===== src/rtl/crc32_pkg.sv =====
// ============================================================================
// Module : crc32_pkg
// Brief  : Shared FSM encoding and Ethernet CRC32 constants for the FCS inserter.
// Rev    : 1.0  initial release
// ============================================================================
`default_nettype none

package crc32_pkg;

   typedef enum logic [1:0] {
      PAYLOAD = 2'd0,
      PAD     = 2'd1,
      FCS     = 2'd2
   } crc_state_e;

   localparam logic [31:0] c_CRC32_POLY    = 32'h04C1_1DB7;
   localparam logic [31:0] c_CRC32_INIT    = 32'hFFFF_FFFF;
   localparam logic [31:0] c_CRC32_XOROUT  = 32'hFFFF_FFFF;
   localparam int          c_MIN_FRAME_LEN = 60;

endpackage : crc32_pkg

`default_nettype wire


===== src/rtl/lfsr.sv =====
// ============================================================================
// Module : lfsr
// Brief  : Combinational multi-bit LFSR step (Galois or Fibonacci, optional
//          bit-reversed operation), used here as a parallel CRC engine.
// Rev    : 1.0  initial release
// ============================================================================
`default_nettype none

module lfsr #(
   parameter int                    LFSR_WIDTH        = 32,
   parameter logic [LFSR_WIDTH-1:0] LFSR_POLY         = 32'h04C1_1DB7,
   parameter string                 LFSR_CONFIG       = "GALOIS",
   parameter int                    LFSR_FEED_FORWARD = 0,
   parameter int                    REVERSE           = 0,
   parameter int                    DATA_WIDTH        = 8
) (
   input  logic [DATA_WIDTH-1:0] data_in,
   input  logic [LFSR_WIDTH-1:0] state_in,
   output logic [LFSR_WIDTH-1:0] state_out
);

   function automatic logic [LFSR_WIDTH-1:0] f_bit_reverse(input logic [LFSR_WIDTH-1:0] v);
      logic [LFSR_WIDTH-1:0] r;
      r = '0;
      for (int j = 0; j < LFSR_WIDTH; j++) begin
         r[j] = v[LFSR_WIDTH-1-j];
      end
      return r;
   endfunction

   localparam logic [LFSR_WIDTH-1:0] c_POLY_REV = f_bit_reverse(LFSR_POLY);
   localparam bit                    c_FF       = (LFSR_FEED_FORWARD != 0);
   localparam bit                    c_REV      = (REVERSE != 0);

   // Reversed mode consumes data LSB first and shifts toward bit 0.
   if (LFSR_CONFIG == "GALOIS") begin : g_galois
      always_comb begin
         logic [LFSR_WIDTH-1:0] st;
         logic                  fb;
         st = state_in;
         fb = 1'b0;
         for (int i = 0; i < DATA_WIDTH; i++) begin
            if (c_REV) begin
               fb = data_in[i] ^ (c_FF ? 1'b0 : st[0]);
               st = st >> 1;
               if (fb) st = st ^ c_POLY_REV;
            end else begin
               fb = data_in[DATA_WIDTH-1-i] ^ (c_FF ? 1'b0 : st[LFSR_WIDTH-1]);
               st = st << 1;
               if (fb) st = st ^ LFSR_POLY;
            end
         end
         state_out = st;
      end
   end else begin : g_fibonacci
      always_comb begin
         logic [LFSR_WIDTH-1:0] st;
         logic                  fb;
         st = state_in;
         fb = 1'b0;
         for (int i = 0; i < DATA_WIDTH; i++) begin
            if (c_REV) begin
               fb = data_in[i] ^ (c_FF ? 1'b0 : ^(st & c_POLY_REV));
               st = {fb, st[LFSR_WIDTH-1:1]};
            end else begin
               fb = data_in[DATA_WIDTH-1-i] ^ (c_FF ? 1'b0 : ^(st & LFSR_POLY));
               st = {st[LFSR_WIDTH-2:0], fb};
            end
         end
         state_out = st;
      end
   end

endmodule : lfsr

`default_nettype wire


===== src/rtl/axis_crc32_insert.sv =====
// ============================================================================
// Module : axis_crc32_insert
// Brief  : AXI-Stream byte pipe that appends the Ethernet FCS to each frame;
//          minimum-length zero padding when AXIS_CRC32_INSERT_PAD_EN is defined.
// Rev    : 1.0  initial release
// ============================================================================
`default_nettype none

module axis_crc32_insert
   import crc32_pkg::*;
#(
   parameter int MIN_FRAME_LEN = c_MIN_FRAME_LEN
) (
   input  logic       clk,
   input  logic       rst,
   input  logic [7:0] s_axis_tdata,
   input  logic       s_axis_tvalid,
   output logic       s_axis_tready,
   input  logic       s_axis_tlast,
   output logic [7:0] m_axis_tdata,
   output logic       m_axis_tvalid,
   input  logic       m_axis_tready,
   output logic       m_axis_tlast
);

   crc_state_e  state_q, state_d;
   logic [31:0] crc_q, crc_d;
   logic [15:0] count_q, count_d;
   logic [1:0]  fcs_idx_q, fcs_idx_d;
   logic [7:0]  m_tdata_q, m_tdata_d;
   logic        m_tvalid_q, m_tvalid_d;
   logic        m_tlast_q, m_tlast_d;

   logic        w_out_ready;
   logic        w_s_fire;
   logic [15:0] w_count_inc;
   logic [7:0]  w_crc_byte;
   logic [31:0] w_crc_next;
   logic [31:0] w_fcs_word;
   logic [7:0]  w_fcs_byte;

   assign w_out_ready   = !m_tvalid_q || m_axis_tready;
   assign s_axis_tready = !rst && (state_q == PAYLOAD) && w_out_ready;
   assign w_s_fire      = s_axis_tvalid && s_axis_tready;
   assign w_count_inc   = (count_q == 16'hFFFF) ? count_q : count_q + 16'd1;
   assign w_fcs_word    = crc_q ^ c_CRC32_XOROUT;
   assign w_fcs_byte    = w_fcs_word[{fcs_idx_q, 3'b000} +: 8];

`ifdef AXIS_CRC32_INSERT_PAD_EN
   logic w_pad_needed;
   assign w_pad_needed = (32'(w_count_inc) < 32'(MIN_FRAME_LEN));
   assign w_crc_byte   = (state_q == PAD) ? 8'h00 : s_axis_tdata;
`else
   assign w_crc_byte   = s_axis_tdata;
   // Minimum length only matters to the padding path, absent in this build.
   if (MIN_FRAME_LEN > 16'hFFFF) begin : g_min_len_unused
   end
`endif

   lfsr #(
      .LFSR_WIDTH        (32),
      .LFSR_POLY         (c_CRC32_POLY),
      .LFSR_CONFIG       ("GALOIS"),
      .LFSR_FEED_FORWARD (0),
      .REVERSE           (1),
      .DATA_WIDTH        (8)
   ) u_crc_lfsr (
      .data_in   (w_crc_byte),
      .state_in  (crc_q),
      .state_out (w_crc_next)
   );

   always_comb begin
      state_d    = state_q;
      crc_d      = crc_q;
      count_d    = count_q;
      fcs_idx_d  = fcs_idx_q;
      m_tdata_d  = m_tdata_q;
      m_tvalid_d = m_tvalid_q;
      m_tlast_d  = m_tlast_q;

      // A consumed output beat frees the register unless refilled below.
      if (w_out_ready) begin
         m_tvalid_d = 1'b0;
         m_tlast_d  = 1'b0;
      end

      case (state_q)
         PAYLOAD: begin
            if (w_s_fire) begin
               m_tdata_d  = s_axis_tdata;
               m_tvalid_d = 1'b1;
               crc_d      = w_crc_next;
               count_d    = w_count_inc;
               if (s_axis_tlast) begin
                  fcs_idx_d = 2'd0;
                  state_d   = FCS;
`ifdef AXIS_CRC32_INSERT_PAD_EN
                  if (w_pad_needed) state_d = PAD;
`endif
               end
            end
         end
`ifdef AXIS_CRC32_INSERT_PAD_EN
         PAD: begin
            if (w_out_ready) begin
               m_tdata_d  = 8'h00;
               m_tvalid_d = 1'b1;
               crc_d      = w_crc_next;
               count_d    = w_count_inc;
               if (!w_pad_needed) state_d = FCS;
            end
         end
`endif
         FCS: begin
            if (w_out_ready) begin
               m_tdata_d  = w_fcs_byte;
               m_tvalid_d = 1'b1;
               m_tlast_d  = (fcs_idx_q == 2'd3);
               fcs_idx_d  = fcs_idx_q + 2'd1;
               if (fcs_idx_q == 2'd3) begin
                  state_d = PAYLOAD;
                  crc_d   = c_CRC32_INIT;
                  count_d = 16'd0;
               end
            end
         end
         default: state_d = PAYLOAD;
      endcase
   end

   always_ff @(posedge clk or posedge rst) begin
      if (rst) begin
         state_q    <= PAYLOAD;
         crc_q      <= c_CRC32_INIT;
         count_q    <= 16'd0;
         fcs_idx_q  <= 2'd0;
         m_tdata_q  <= 8'h00;
         m_tvalid_q <= 1'b0;
         m_tlast_q  <= 1'b0;
      end else begin
         state_q    <= state_d;
         crc_q      <= crc_d;
         count_q    <= count_d;
         fcs_idx_q  <= fcs_idx_d;
         m_tdata_q  <= m_tdata_d;
         m_tvalid_q <= m_tvalid_d;
         m_tlast_q  <= m_tlast_d;
      end
   end

   assign m_axis_tdata  = m_tdata_q;
   assign m_axis_tvalid = m_tvalid_q;
   assign m_axis_tlast  = m_tlast_q;

endmodule : axis_crc32_insert

`default_nettype wire


===== config.mk =====
export PLATFORM = sky130hd
export DESIGN_NAME = axis_crc32_insert
export DESIGN_NICKNAME = d
export VERILOG_FILES = /design/src/rtl/crc32_pkg.sv /design/src/rtl/lfsr.sv /design/src/rtl/axis_crc32_insert.sv
export SDC_FILE = /design/constraint.sdc
export NUM_CORES = 1
export LEC_CHECK = 0
export BUFFER_PORTS_ARGS = -buffer_cell sky130_fd_sc_hd__buf_4
export CORE_ASPECT_RATIO = 0.9
export CORE_UTILIZATION = 49
export CTS_CLUSTER_DIAMETER = 150
export DETAILED_ROUTE_END_ITERATION = 12
export PLACE_DENSITY = 0.66
export SYNTH_ARGS = -nofsm -noshare
export SYNTH_HDL_FRONTEND = slang
export SYNTH_SLANG_ARGS = --single-unit

===== constraint.sdc =====
create_clock -name clk -period 5.5 [get_ports clk]
set_input_delay 0 -clock clk [delete_from_list [all_inputs] [get_ports clk]]
set_output_delay 0 -clock clk [all_outputs]
set_load 0.02 [all_outputs]

Word level (Yosys, flattened, before mapping)

Cells that the tools add are included.

Add/subtract/negate cells: 1
Equality and inequality tests: 6
Shift operators: 1
Mux-type cells: 31
Bitwise logic cells: 17
Reduce and logical (&&, ||, !) cells: 12

Operators by type and width:

| cell                | number |
|---|---|
| $mux 32             | 11 |
| $not 13->14         | 8 |
| $pmux 32 s2         | 1 |
| $not 32->32         | 1 |
| $shiftx 32x6->8     | 1 |
| $mux 8              | 2 |
| $pmux 8 s2          | 1 |
| $mux 2              | 7 |
| $reduce_and 4->1    | 3 |
| $ne 2x2->1 const B  | 4 |
| $pmux 2 s2          | 2 |
| $xor 1x1->1         | 8 |
| $mux 1              | 6 |
| $eq 2x2->1 const B  | 2 |
| $logic_and 1x1->1   | 3 |
| $reduce_and 3->1    | 1 |
| $add 2x1->2 const B | 1 |
| $logic_not 1->1     | 2 |
| $logic_not 2->1     | 1 |
| $pmux 1 s2          | 1 |
| $reduce_bool 2->1   | 1 |
| $logic_or 1x1->1    | 1 |

Flip-flop bits (word level): 46
Input bits: 13
Logic and storage cells: 74

Longest topological paths before layout

Gate-level depths: netlist (run 1).

Depth after elaboration: 18
Gate-level depth with buffers: 6
Mapped depth without buffers: 5

Hierarchy

Synthesis (run 1) repeated with hierarchy kept, for this count alone.

Cells, all modules: 234
Area, all modules: 2929.1 um^2

By module, submodules not included:

| module            | instances | cells an instance | area an instance (um^2) | sequential area each (um^2) |
|---|---|---|---|---|
| axis_crc32_insert | 1         | 160               | 2150.8                  | 1166.1 |
| lfsr              | 1         | 74                | 778.2                   | 0.0 |

Least setup slack after synthesis (run 1)

No wires, ideal clock.

Path type: flip-flop to flip-flop
From: reg crc_q[3]
To: reg crc_q[26]
Setup time: 0.080 ns
Arrival: 1.818 ns
Data required time: 5.420 ns
Path slack: 3.603 ns
Stages on the path, launching flop included: 5
Cells stage by stage: dfstp_2 xor2_1 xnor3_1 xnor3_1 o22a_1

Longest elaborated chain between the ends: 14

RTL lines:

| item                     | line                     | text |
|---|---|---|
| from (decl)              | axis_crc32_insert.sv:27  | `logic [31:0] crc_q, crc_d;` |
| from (signal assigned)   | axis_crc32_insert.sv:135 | `crc_q <= c_CRC32_INIT;` |
| from (signal assigned)   | axis_crc32_insert.sv:143 | `crc_q <= crc_d;` |
| $mux 32 (*) (3 in a row) | lfsr.sv:46               | `if (fb) st = st ^ c_POLY_REV;` |
| $xor 1x1->1 (*)          | lfsr.sv:44               | `fb = data_in[i] ^ (c_FF ? 1'b0 : st[0]);` |
| $mux 32 (*)              | lfsr.sv:46               |  |
| $not 13->14 (no line)    | n/a                      |  |
| $mux 32 (*) (2 in a row) | lfsr.sv:46               |  |
| $not 13->14 (no line)    | n/a                      |  |
| $mux 32 (*)              | lfsr.sv:46               |  |
| $not 13->14 (no line)    | n/a                      |  |
| $mux 32 (*)              | lfsr.sv:46               |  |
| $mux 32 (*)              | axis_crc32_insert.sv:90  | `if (w_s_fire) begin` |
| $pmux 32 s2 (*)          | axis_crc32_insert.sv:88  | `case (state_q)` |

Mark *: on every way between the ends. The rest lies on a longest branch, timed or not. The select of a mux whose other input is x is not followed.
A chain may end at the register's enable or synchronous reset.

Final worst setup path (run 1)

From: reg state_q[1]
To: reg crc_q[1]

Longest elaborated chain between the ends: 6
Elaborated cells between the ends (all ways): 11
Those cells by class: eq/ne: 4; mux: 1; reduce/logical: 6

RTL lines:

| item                           | line                                             | text |
|---|---|---|
| from (decl)                    | axis_crc32_insert.sv:26                          | `crc_state_e state_q, state_d;` |
| from (signal assigned)         | axis_crc32_insert.sv:142                         | `state_q <= state_d;` |
| $logic_not 2->1                | axis_crc32_insert.sv:43, axis_crc32_insert.sv:88 |  |
| $logic_and 1x1->1 (2 in a row) | axis_crc32_insert.sv:43                          | `assign s_axis_tready = !rst && (state_q == PAYLOAD) && w_out_ready;` |
| $logic_and 1x1->1              | axis_crc32_insert.sv:44                          | `assign w_s_fire = s_axis_tvalid && s_axis_tready;` |
| $ne 2x2->1 (no line)           | n/a                                              |  |
| $reduce_and 4->1 (no line)     | n/a                                              |  |

Parallel ways exist; a longest one is shown, timed or not.

==> results of run 1 <==
## placed cells by master, fill, tap and decap left out, drive strengths merged, types with 2 or more instances in the layout
cell type and n:
nor2 25, a31oi 2, nand3 2, xnor3 18, buf 26, xor3 3
o22a 8, nand2 21, dlygate4sd3 2, a21oi 24, xor2 14, o21ai 21
dfrtp 13, dfstp 32, mux4 8, clkbuf 6, nor2b 2, xnor2 27
## through the flow
stage | cells | setup WS [ns]
3_5_place_dp | 323 | 3.16
6_report | 333 | 3.14
3_3_place_gp | 323 | 3.24
5_1_grt | 333 | 2.99
2_1_floorplan | 238 | 3.60
4_1_cts | 333 | 3.14
## sequential cells by signal (all words and copies together) (netlist names), named ones only
| register | count |
|---|---|
| crc_q | 32 |
| fcs_idx_q | 2 |
| m_axis_tdata | 8 |
| m_axis_tvalid | 1 |
| state_q | 1 |
## cell families (layout without fill, tap and decap cells)
logic type,Yosys count,after routing,synth area share [%]
buffers and inverters,13,38,1.69
flip-flops,45,45,40.4
XOR/XNOR,62,62,32.5
AO/OA/AOI/OAI,56,56,11.1
adder cells (fa/ha/maj),1,1,0.433
multiplexers,8,8,6.37
AND/OR/NAND/NOR,53,53,7.46
## metal layers
metal / GRT usage [%] / vias up / part of all wire (%)
li1: - / 875 / -
met1: 30.9 / 894 / 49
met2: 34.3 / 59 / 44
met3: 4.71 / 11 / 5.3
met4: 7.47 / 0 / 1.4
met5: 0 / - / 0
## worst reg2reg max path: stages (launching register included)
cell	delay, ns
sky130_fd_sc_hd__dfrtp_1	0.61
sky130_fd_sc_hd__or3b_2	0.60
sky130_fd_sc_hd__a21oi_2	0.15
sky130_fd_sc_hd__buf_4	0.36
sky130_fd_sc_hd__nand2_1	0.32
sky130_fd_sc_hd__o22a_2	0.27
## cell type report
type	count	share of cell area [%]
multi-input combinational	180	51.1
clock buffer	6	2.53
sequential	45	35.7
timing repair buffer	28	6.58
tap	70	2.68
clock inverter	2	1.15
inverter	2	0.230
## worst min path at each step
stage / start / depth (start not counted) / end / slack [ns]
2_1_floorplan: rst / 1 / s_axis_tready / 0.08
6_report: s_axis_tdata[0] / 3 / m_axis_tdata[0]$_DFFE_PP0P_ / 0.008
4_1_cts: s_axis_tdata[0] / 3 / m_axis_tdata[0]$_DFFE_PP0P_ / 0.009
3_5_place_dp: rst / 2 / asynchronous set/reset pin / -0.04
3_3_place_gp: rst / 2 / asynchronous set/reset pin / -0.04
5_1_grt: s_axis_tdata[0] / 3 / m_axis_tdata[0]$_DFFE_PP0P_ / 0.03
## power by group
| part | total, mW | internal [mW] | leakage [nW] | switching [mW] |
|---|---|---|---|---|
| sequential | 0.732 | 0.555 | 0.498 | 0.177 |
| combinational | 1.62 | 0.946 | 0.864 | 0.674 |
| clock | 0.268 | 0.148 | 0.0574 | 0.120 |
## repair_timing
item                                    4_1_cts  5_1_grt
endpoints found under the hold margin        10        0
hold buffers                                  2        0
endpoints found under the setup margin        0        0
buffers inserted                              0        0
==> PnR_summary.wiki, run 1 <==
{| class="wikitable"
! Metric !! Value
|-
| Number of global-route vias before repair || 1865
|-
| Final Cycle Share || 43.0%
|-
| Number of buffer and inverter stages on the critical path || 1
|-
| Max-cap viol count || 0
|-
| Width of the die || 82.9 um
|-
| Cells after Synth || 238
|-
| Synth async-reset ratio || 100%
|-
| FF+latch area || 1170 um^2
|-
| Number of library cell types mapped by synthesis || 31
|-
| Post-Synthesis Cell Area || 2890 um^2
|-
| Leading cell types by total area after synthesis || sky130_fd_sc_hd__dfstp_2, sky130_fd_sc_hd__xnor3_1, sky130_fd_sc_hd__dfrtp_1
|-
| Fraction of the yosys area taken by sequential cells || 40.4%
|-
| Routed wire length per instance || 18.2 um
|-
| Register-to-Register Path Depth || 5
|-
| Start of the worst register-to-register path || state_q[1]$_DFFE_PP0P_
|-
| Vias || 1839
|-
| Worst Setup SP || state_q[1]$_DFFE_PP0P_
|-
| Required time of the critical path || 5.74 ns
|-
| Stages on worst setup path || 5
|-
| Maximum number of pins on one net before global-route repair || 37
|-
| Most instantiated cells after synthesis || sky130_fd_sc_hd__dfstp_2, sky130_fd_sc_hd__nor2_1, sky130_fd_sc_hd__a21oi_1
|-
| Highest fanout seen on the critical path || 35
|-
| CTS tree || done
|-
| CTS clock-pin slew for the worst setup and hold paths || 0.09 ns
|-
| Pin slew with the least headroom to its limit || 0.838 ns
|-
| Post-detailed-route DRC marker count || 0
|-
| Setup repair after global routing missed its margin || false
|-
| Total cell area at the placement stage || 3130 um^2
|-
| Reg2reg end || crc_q[1]$_DFFE_PP1P_
|-
| Flop2flop setup slack || 3.14 ns
|-
| Most used standard cell by instance count after synthesis || sky130_fd_sc_hd__dfstp_2
|-
| Number of clock buffers inserted by TritonCTS || 5
|-
| Post-DRT Antenna Nets || 0
|-
| Iter 0 DRT Violations || 101
|-
| Worst-case vdd ir drop || 0.000363 V
|-
| Post-route clock skew || 0.00885 ns
|-
| Worst Hold Margin || 0.00793 ns
|-
| Warnings, synthesis || 0
|-
| Cells resized by post-CTS repair || 0
|-
| Post-Route Utilization || 57.4%
|-
| Reported leakage power || 1.42 nW
|-
| Total area of multi-input combinational cells || 1670 um^2
|-
| Cell chain of the critical path || or3b_2 -> a21oi_2 -> buf_4 -> nand2_1 -> o22a_2
|-
| First-pass GRT wire length || 10200 um
|-
| Row cnt || 26
|-
| Endpoint of the most critical setup path || crc_q[1]$_DFFE_PP1P_
|-
| Type of the worst setup path || reg -> reg
|-
| Overall Power || 2.62 mW
|-
| TritonRoute pass-1 iters || 5
|-
| Post-Synthesis Net Count || 252
|-
| Worst skew pair latency || 0.31 ns
|-
| Final RePlAce weighted congestion || 0.817
|-
| Layout Area Growth over Synthesis || 13.2%
|-
| Setup TNS || 0 ns
|-
| Effective utilization at floorplan || 50.7%
|-
| Ys flop type || sky130_fd_sc_hd__dfstp_2
|-
| Number of failing setup endpoints in the final timing report || 0
|-
| Slowest library cell on the worst path || sky130_fd_sc_hd__dfrtp_1
|-
| Root Driver || sky130_fd_sc_hd__clkbuf_8
|-
| Overall routed net length || 6080 um
|-
| Number of top-level design ports || 24
|-
| Avg Cell Area, Syn || 12.1 um^2
|-
| Worst endpoint data arrival time || 2.60 ns
|-
| Proportion of netlist area held by the largest area contributor || 29.1%
|-
| Largest buffer count on any clock path || 2
|-
| FMAX || 423 MHz
|-
| FILL cells || 494
|-
| Cell type group with the largest total delay on the critical path || simple AND/OR/NAND/NOR gates
|-
| Flip-flop and latch count after synthesis || 45
|-
| Die Span Y || 74.8 um
|-
| Final #Nets || 276
|-
| Number of buffer cells added on primary ports || 23
|-
| Hpwl dp || 4260 um
|-
| Type of the worst min-delay path || in -> reg
|-
| Number of enable flip-flop cells after synthesis || 0
|-
| Library cell with the largest summed area after synthesis || sky130_fd_sc_hd__dfstp_2
|-
| Endpoint type of the worst setup path || register
|-
| Run status || finished clean
|-
| Count of clock tree sinks || 45
|-
| Layout cell share with drive strength beyond 1 || 33.1%
|-
| Total track usage || 21.9%
|-
| Slew Limit Headroom || 43.8%
|-
| Kind of start point of the critical path || register
|-
| Max Transition Viols Final || 0
|-
| Count of endpoints failing hold in the final timing report || 0
|-
| Overflow left after global routing || 0
|-
| Core area || 5690 um^2
|-
| Post-route cell area || 3270 um^2
|-
| Number of antenna violations at the first check in global routing || 0
|-
| Total inserted antenna cells || 0
|-
| Power per Cell Area || 801 nW/um^2
|-
| DR vias/cell || 5.52
|-
| Post-layout min period || 2.36 ns
|-
| Die Footprint || 6200 um^2
|-
| Max incr delay on CP || 0.61 ns
|-
| H-Tree Depth || 2
|}
No activity file was read; power rests on OpenSTA's default activity.
==> inputs of run 2 (changes only) <==
- PLACE_DENSITY: 0.66 -> 0.69
- clock period: 5.5 -> 2 ns (I/O delays scaled with it)
==> run 2 against run 1 <==
Effect of this change:
- clock power rose to 2.8 times the previous value
- design area increased by 5.1%
- count of clock-buffer cells in the layout unchanged
- non-clock buffer count rose by 19
- first-iteration DRC count fell by 5.9%
- clock skew is essentially flat
- hold slack improved by 0.0069 ns
- critical path depth is 1 lower
- sequential power rose to 2.6 times the previous value
==> PnR_summary.wiki, run 2 (same netlist as run 1, synthesis figures left out) <==
{| class="wikitable"
! Metric !! Value
|-
| Run status || finished clean
|-
| Overall routed net length || 6310 um
|-
| Final Cycle Share || 95.2%
|-
| Final #Nets || 295
|-
| Endpoint type of the worst setup path || register
|-
| Total inserted antenna cells || 0
|-
| Core area || 5690 um^2
|-
| Launch point of the worst hold path || s_axis_tdata[6]
|-
| Worst Hold Margin || 0.0148 ns
|-
| Number of clock buffers inserted by TritonCTS || 5
|-
| Root Driver || sky130_fd_sc_hd__clkbuf_8
|-
| Final RePlAce weighted congestion || 0.817
|-
| Reported leakage power || 1.52 nW
|-
| Cell type group with the largest total delay on the critical path || XOR/XNOR gates
|-
| Max Transition Viols Final || 0
|-
| Post-DRT Antenna Nets || 0
|-
| Die Span Y || 74.8 um
|-
| TritonRoute pass-1 iters || 4
|-
| Number of non-filler instances in the completed layout || 352
|-
| CP most frequent cell || sky130_fd_sc_hd__xnor3_1
|-
| Required time of the critical path || 2.24 ns
|-
| Worst skew pair latency || 0.31 ns
|-
| First-pass GRT wire length || 10100 um
|-
| Leading cell types in the layout, fill and taps excluded || sky130_fd_sc_hd__buf_4, sky130_fd_sc_hd__dfstp_2, sky130_fd_sc_hd__nor2_1
|-
| FMAX || 525 MHz
|-
| DR vias/cell || 5.40
|-
| Post-placement worst setup slack || 0.127 ns
|-
| Most flop-heavy register || crc_q
|-
| Iter 0 DRT Violations || 95
|-
| Final critical-path setup slack || 0.0959 ns
|-
| Type of the worst setup path || reg -> reg
|-
| Number of buffer and inverter stages on the critical path || 0
|-
| Post-layout min period || 1.90 ns
|-
| Reg2reg end || crc_q[26]$_DFFE_PP1P_
|-
| Register-to-Register Path Depth || 4
|-
| Total track usage || 21.9%
|-
| Power per Cell Area || 2210 nW/um^2
|-
| Row cnt || 26
|-
| H-Tree Depth || 2
|-
| Number of top-level design ports || 24
|-
| Overflow left after global routing || 0
|-
| Kind of start point of the critical path || register
|-
| Setup TNS || 0 ns
|-
| Post-detailed-route DRC marker count || 0
|-
| CTS tree || done
|-
| Number of buffers inserted to repair setup after CTS || 0
|-
| Highest fanout seen on the critical path || 4
|-
| Count of endpoints failing hold in the final timing report || 0
|-
| Flop2flop setup slack || 0.1 ns
|-
| Number of buffer cells added on primary ports || 23
|-
| FILL cells || 458
|-
| Routed wire length per instance || 17.9 um
|-
| Count of clock tree sinks || 45
|-
| Layout Area Growth over Synthesis || 19.0%
|-
| Overall Power || 7.59 mW
|-
| CTS clock-pin slew for the worst setup and hold paths || 0.09 ns
|-
| Dpl cells || 342
|-
| Pin slew with the least headroom to its limit || 0.592 ns
|-
| Hpwl dp || 4390 um
|-
| Number of failing setup endpoints in the final timing report || 0
|-
| Start of the worst register-to-register path || crc_q[3]$_DFFE_PP1P_
|-
| Die Footprint || 6200 um^2
|-
| Slew Limit Headroom || 60.5%
|-
| Width of the die || 82.9 um
|-
| Max-cap viol count || 0
|-
| Vias || 1900
|-
| Post-route clock skew || 0.00898 ns
|-
| Max incr delay on CP || 0.58 ns
|-
| Setup repair after global routing missed its margin || false
|-
| Hold Crit Endpoint || m_axis_tdata[6]$_DFFE_PP0P_
|-
| Cells resized by post-CTS repair || 0
|-
| Maximum number of pins on one net before global-route repair || 46
|-
| Layout cell share with drive strength beyond 1 || 37.6%
|-
| Worst Hold Path Cells || 3
|-
| Total cell area at the placement stage || 3300 um^2
|-
| Post-Route Utilization || 60.4%
|-
| Number of antenna violations at the first check in global routing || 0
|-
| Post-route cell area || 3440 um^2
|-
| Effective utilization at floorplan || 50.7%
|-
| Most frequent standard cell in the layout excluding fill and tap cells || sky130_fd_sc_hd__buf_4
|-
| Worst endpoint data arrival time || 2.14 ns
|-
| Type of the worst min-delay path || in -> reg
|-
| Largest buffer count on any clock path || 2
|-
| Worst-case vdd ir drop || 0.00102 V
|-
| Number of global-route vias before repair || 1860
|-
| Hold buffer count at cts || 2
|-
| Cell chain of the critical path || xor2_1 -> xnor3_1 -> xnor3_1 -> o22a_1
|-
| Largest register FFs || 32
|-
| Slowest library cell on the worst path || sky130_fd_sc_hd__dfstp_2
|}
-- run 2: changes by cell type in the layout (fill, tap and decap cells not counted), sizes merged --
| cell | previous run | this run |
|---|---|---|
| buf | 26 | 45 |
-- run 2: worst max-delay path by stage --
stage	startpoint	slack [ns]	end	cells past startpoint
final	crc_q[3]$_DFFE_PP1P_	0.1	crc_q[26]$_DFFE_PP1P_	4
after global routing	crc_q[3]$_DFFE_PP1P_	0.01	crc_q[26]$_DFFE_PP1P_	4
after CTS	crc_q[0]$_DFFE_PP1P_	0.10	crc_q[18]$_DFFE_PP1P_	5
after detailed placement	crc_q[0]$_DFFE_PP1P_	0.13	crc_q[18]$_DFFE_PP1P_	5
after global placement	crc_q[3]$_DFFE_PP1P_	0.18	crc_q[26]$_DFFE_PP1P_	4
after floorplan	crc_q[3]$_DFFE_PP1P_	0.10	crc_q[26]$_DFFE_PP1P_	4
-- run 2: power breakdown --
part	internal, mW	switching (mW)	total [mW]
registers	1.52	0.404	1.93
logic	2.90	2.01	4.91
clock network	0.407	0.344	0.751
total	4.83	2.76	7.59
-- run 2: final cells by class --
type                       count  area [um^2]  area share (%)
clock buffer                   6         82.6            2.40
tap                           70         87.6            2.55
sequential                    45         1170            33.9
timing repair buffer          47          383            11.1
inverter                       2         7.51           0.218
multi-input combinational    180         1670            48.7
clock inverter                 2         37.5            1.09
-- run 2: routing by layer --
layer / track usage (%) / wire, um
met2: 35.9 / 2920
met1: 29.6 / 3020
met4: 7.28 / 90
met3: 4.82 / 266
met5: 0 / 0
-- run 2: worst register-to-register path: stages, from the launching register on --
cell	delay, ns
sky130_fd_sc_hd__dfstp_2	0.58
sky130_fd_sc_hd__xor2_1	0.20
sky130_fd_sc_hd__xnor3_1	0.52
sky130_fd_sc_hd__xnor3_1	0.38
sky130_fd_sc_hd__o22a_1	0.16
==> inputs of run 3 (changes only) <==
- CELL_PAD_IN_SITES_DETAIL_PLACEMENT: not set -> 0
- CELL_PAD_IN_SITES_GLOBAL_PLACEMENT: not set -> 1
- CORE_UTILIZATION: 49 -> 44
- PLACE_DENSITY: 0.69 -> 0.75
==> run 3 against run 2 <==
Effect of this change:
- setup slack better by 0.0078 ns
- sequential cell count unchanged
- non-clock buffer count grew 1
- sequential share of layout area is 0.12 points lower
- count of clock-buffer cells in the layout up 1
- routed wire length fell by 1.5%
- total power is 0.96% lower
- sequential power barely moved
- core utilization down 4.9 points
- global-route usage is 1.2 points lower
- first-iteration DRC count is 12% lower
- highest routed layer unchanged
- combinational power decreased by 0.8%
==> PnR_summary.wiki, run 3 (same netlist as run 1, synthesis figures left out) <==
{| class="wikitable"
! Metric !! Value
|-
| Type of the worst min-delay path || in -> reg
|-
| Largest register FFs || 32
|-
| Final RePlAce weighted congestion || 0.791
|-
| Final Cycle Share || 94.8%
|-
| Number of top-level design ports || 24
|-
| Number of buffer cells added on primary ports || 23
|-
| Kind of start point of the critical path || register
|-
| Number of antenna violations at the first check in global routing || 0
|-
| Slowest library cell on the worst path || sky130_fd_sc_hd__dfstp_2
|-
| Vias || 1883
|-
| Post-DRT Antenna Nets || 0
|-
| First-pass GRT wire length || 10400 um
|-
| Count of clock tree sinks || 45
|-
| CTS clock-pin slew for the worst setup and hold paths || 0.09 ns
|-
| CTS tree || done
|-
| Endpoint type of the worst setup path || register
|-
| Number of failing setup endpoints in the final timing report || 0
|-
| Largest buffer count on any clock path || 2
|-
| Width of the die || 87.4 um
|-
| Met1 wire length || 3060 um
|-
| Hold buffer count at cts || 2
|-
| Overall Power || 7.52 mW
|-
| Total track usage || 20.7%
|-
| Most frequent standard cell in the layout excluding fill and tap cells || sky130_fd_sc_hd__buf_4
|-
| Final #Nets || 296
|-
| Worst endpoint data arrival time || 2.13 ns
|-
| DR vias/cell || 5.09
|-
| Max Transition Viols Final || 0
|-
| Dpl cells || 360
|-
| Layout Area Growth over Synthesis || 19.5%
|-
| Max-cap viol count || 0
|-
| Pin slew with the least headroom to its limit || 0.778 ns
|-
| Worst Hold Margin || 0.00913 ns
|-
| Count of endpoints failing hold in the final timing report || 0
|-
| Total inserted antenna cells || 0
|-
| Setup TNS || 0 ns
|-
| Reported leakage power || 1.52 nW
|-
| Die Footprint || 6890 um^2
|-
| H-Tree Depth || 2
|-
| Effective utilization at floorplan || 46.4%
|-
| CP most frequent cell || sky130_fd_sc_hd__xnor3_1
|-
| TritonRoute pass-1 iters || 5
|-
| Cell type group with the largest total delay on the critical path || XOR/XNOR gates
|-
| Post-layout min period || 1.90 ns
|-
| Cell chain of the critical path || xor2_1 -> xnor3_1 -> xnor3_1 -> a21oi_1
|-
| Leading cell types in the layout, fill and taps excluded || sky130_fd_sc_hd__buf_4, sky130_fd_sc_hd__dfstp_2, sky130_fd_sc_hd__nor2_1
|-
| Detail Route met3 WL || 277 um
|-
| Routed wire length per instance || 16.8 um
|-
| Required time of the critical path || 2.24 ns
|-
| Run status || finished clean
|-
| Hpwl dp || 4500 um
|-
| Overflow left after global routing || 0
|-
| Number of non-filler instances in the completed layout || 370
|-
| Maximum number of pins on one net before global-route repair || 28
|-
| Number of global-route vias before repair || 1926
|-
| Row cnt || 27
|-
| Slew Limit Headroom || 47.8%
|-
| Core area || 6220 um^2
|-
| FMAX || 527 MHz
|-
| Routed wl met2 || 2790 um
|-
| Overall routed net length || 6210 um
|-
| Worst skew pair latency || 0.31 ns
|-
| Cells resized by post-CTS repair || 0
|-
| Number of buffer and inverter stages on the critical path || 0
|-
| Highest fanout seen on the critical path || 4
|-
| Top layer in use || met4
|-
| Max incr delay on CP || 0.57 ns
|-
| Layout cell share with drive strength beyond 1 || 37.5%
|-
| Number of clock buffers inserted by TritonCTS || 5
|-
| Power per Cell Area || 2180 nW/um^2
|-
| Root Driver || sky130_fd_sc_hd__clkbuf_8
|-
| Post-route clock skew || 0.00626 ns
|-
| Setup repair after global routing missed its margin || false
|-
| Number of buffers inserted to repair setup after CTS || 0
|-
| Iter 0 DRT Violations || 84
|-
| Die Span Y || 78.8 um
|-
| Most flop-heavy register || crc_q
|-
| Type of the worst setup path || reg -> reg
|-
| Post-detailed-route DRC marker count || 0
|-
| Worst-case vdd ir drop || 0.00102 V
|}
-- run 3: path summary, 6_finish.rpt --
check / startpoint / endpoint / slack (ns) / depth (start not counted)
hold / removal: s_axis_tdata[0] / m_axis_tdata[0]$_DFFE_PP0P_ / 0.009 / 3
setup reg to reg: crc_q[3]$_DFFE_PP1P_ / crc_q[19]$_DFFE_PP1P_ / 0.10 / 4
setup / recovery: crc_q[3]$_DFFE_PP1P_ / crc_q[19]$_DFFE_PP1P_ / 0.10 / 4
max in group asynchronous: rst / crc_q[5]$_DFFE_PP1P_ / 1.07 / 4
hold reg to reg: m_axis_tdata[6]$_DFFE_PP0P_ / m_axis_tdata[6]$_DFFE_PP0P_ / 0.49 / 2
min in group asynchronous: rst / m_axis_tvalid$_DFF_PP0_ / 0.32 / 3
-- run 3: final cells by class --
type | instances | area, um^2
multi-input cells | 180 | 1670
well taps | 87 | 109
clock buffers | 7 | 86.3
inverters | 2 | 7.51
fillers | 560 | 2770
clock inverters | 1 | 30.0
flip-flops and latches | 45 | 1170
repair buffers | 48 | 378
-- run 3: layer usage --
layer / track usage [%] / vias up
li1: - / 916
met1: 30.5 / 923
met2: 30.2 / 34
met3: 5.72 / 10
met4: 4.75 / 0
met5: 0 / -
-- run 3: stage by stage --
step	instance area, um^2	util, %	setup WS [ns]
finish	3450	55.5	0.104
global route	3450	55.5	0.0147
CTS	3450	55.5	0.106
detailed placement	3310	53.3	0.117
global placement	3310	53.3	0.142
floorplan	2890	-	0.103
-- run 3: report_power, final --
group | switching (mW) | internal [mW]
Clock | 0.325 | 0.408
Combinational | 1.99 | 2.89
Sequential | 0.390 | 1.52
Total | 2.70 | 4.82
-- run 3: worst register-to-register path, stage by stage, from the launching register on --
cell,delay (ns)
sky130_fd_sc_hd__dfstp_2,0.57
sky130_fd_sc_hd__xor2_1,0.19
sky130_fd_sc_hd__xnor3_1,0.53
sky130_fd_sc_hd__xnor3_1,0.38
sky130_fd_sc_hd__a21oi_1,0.16
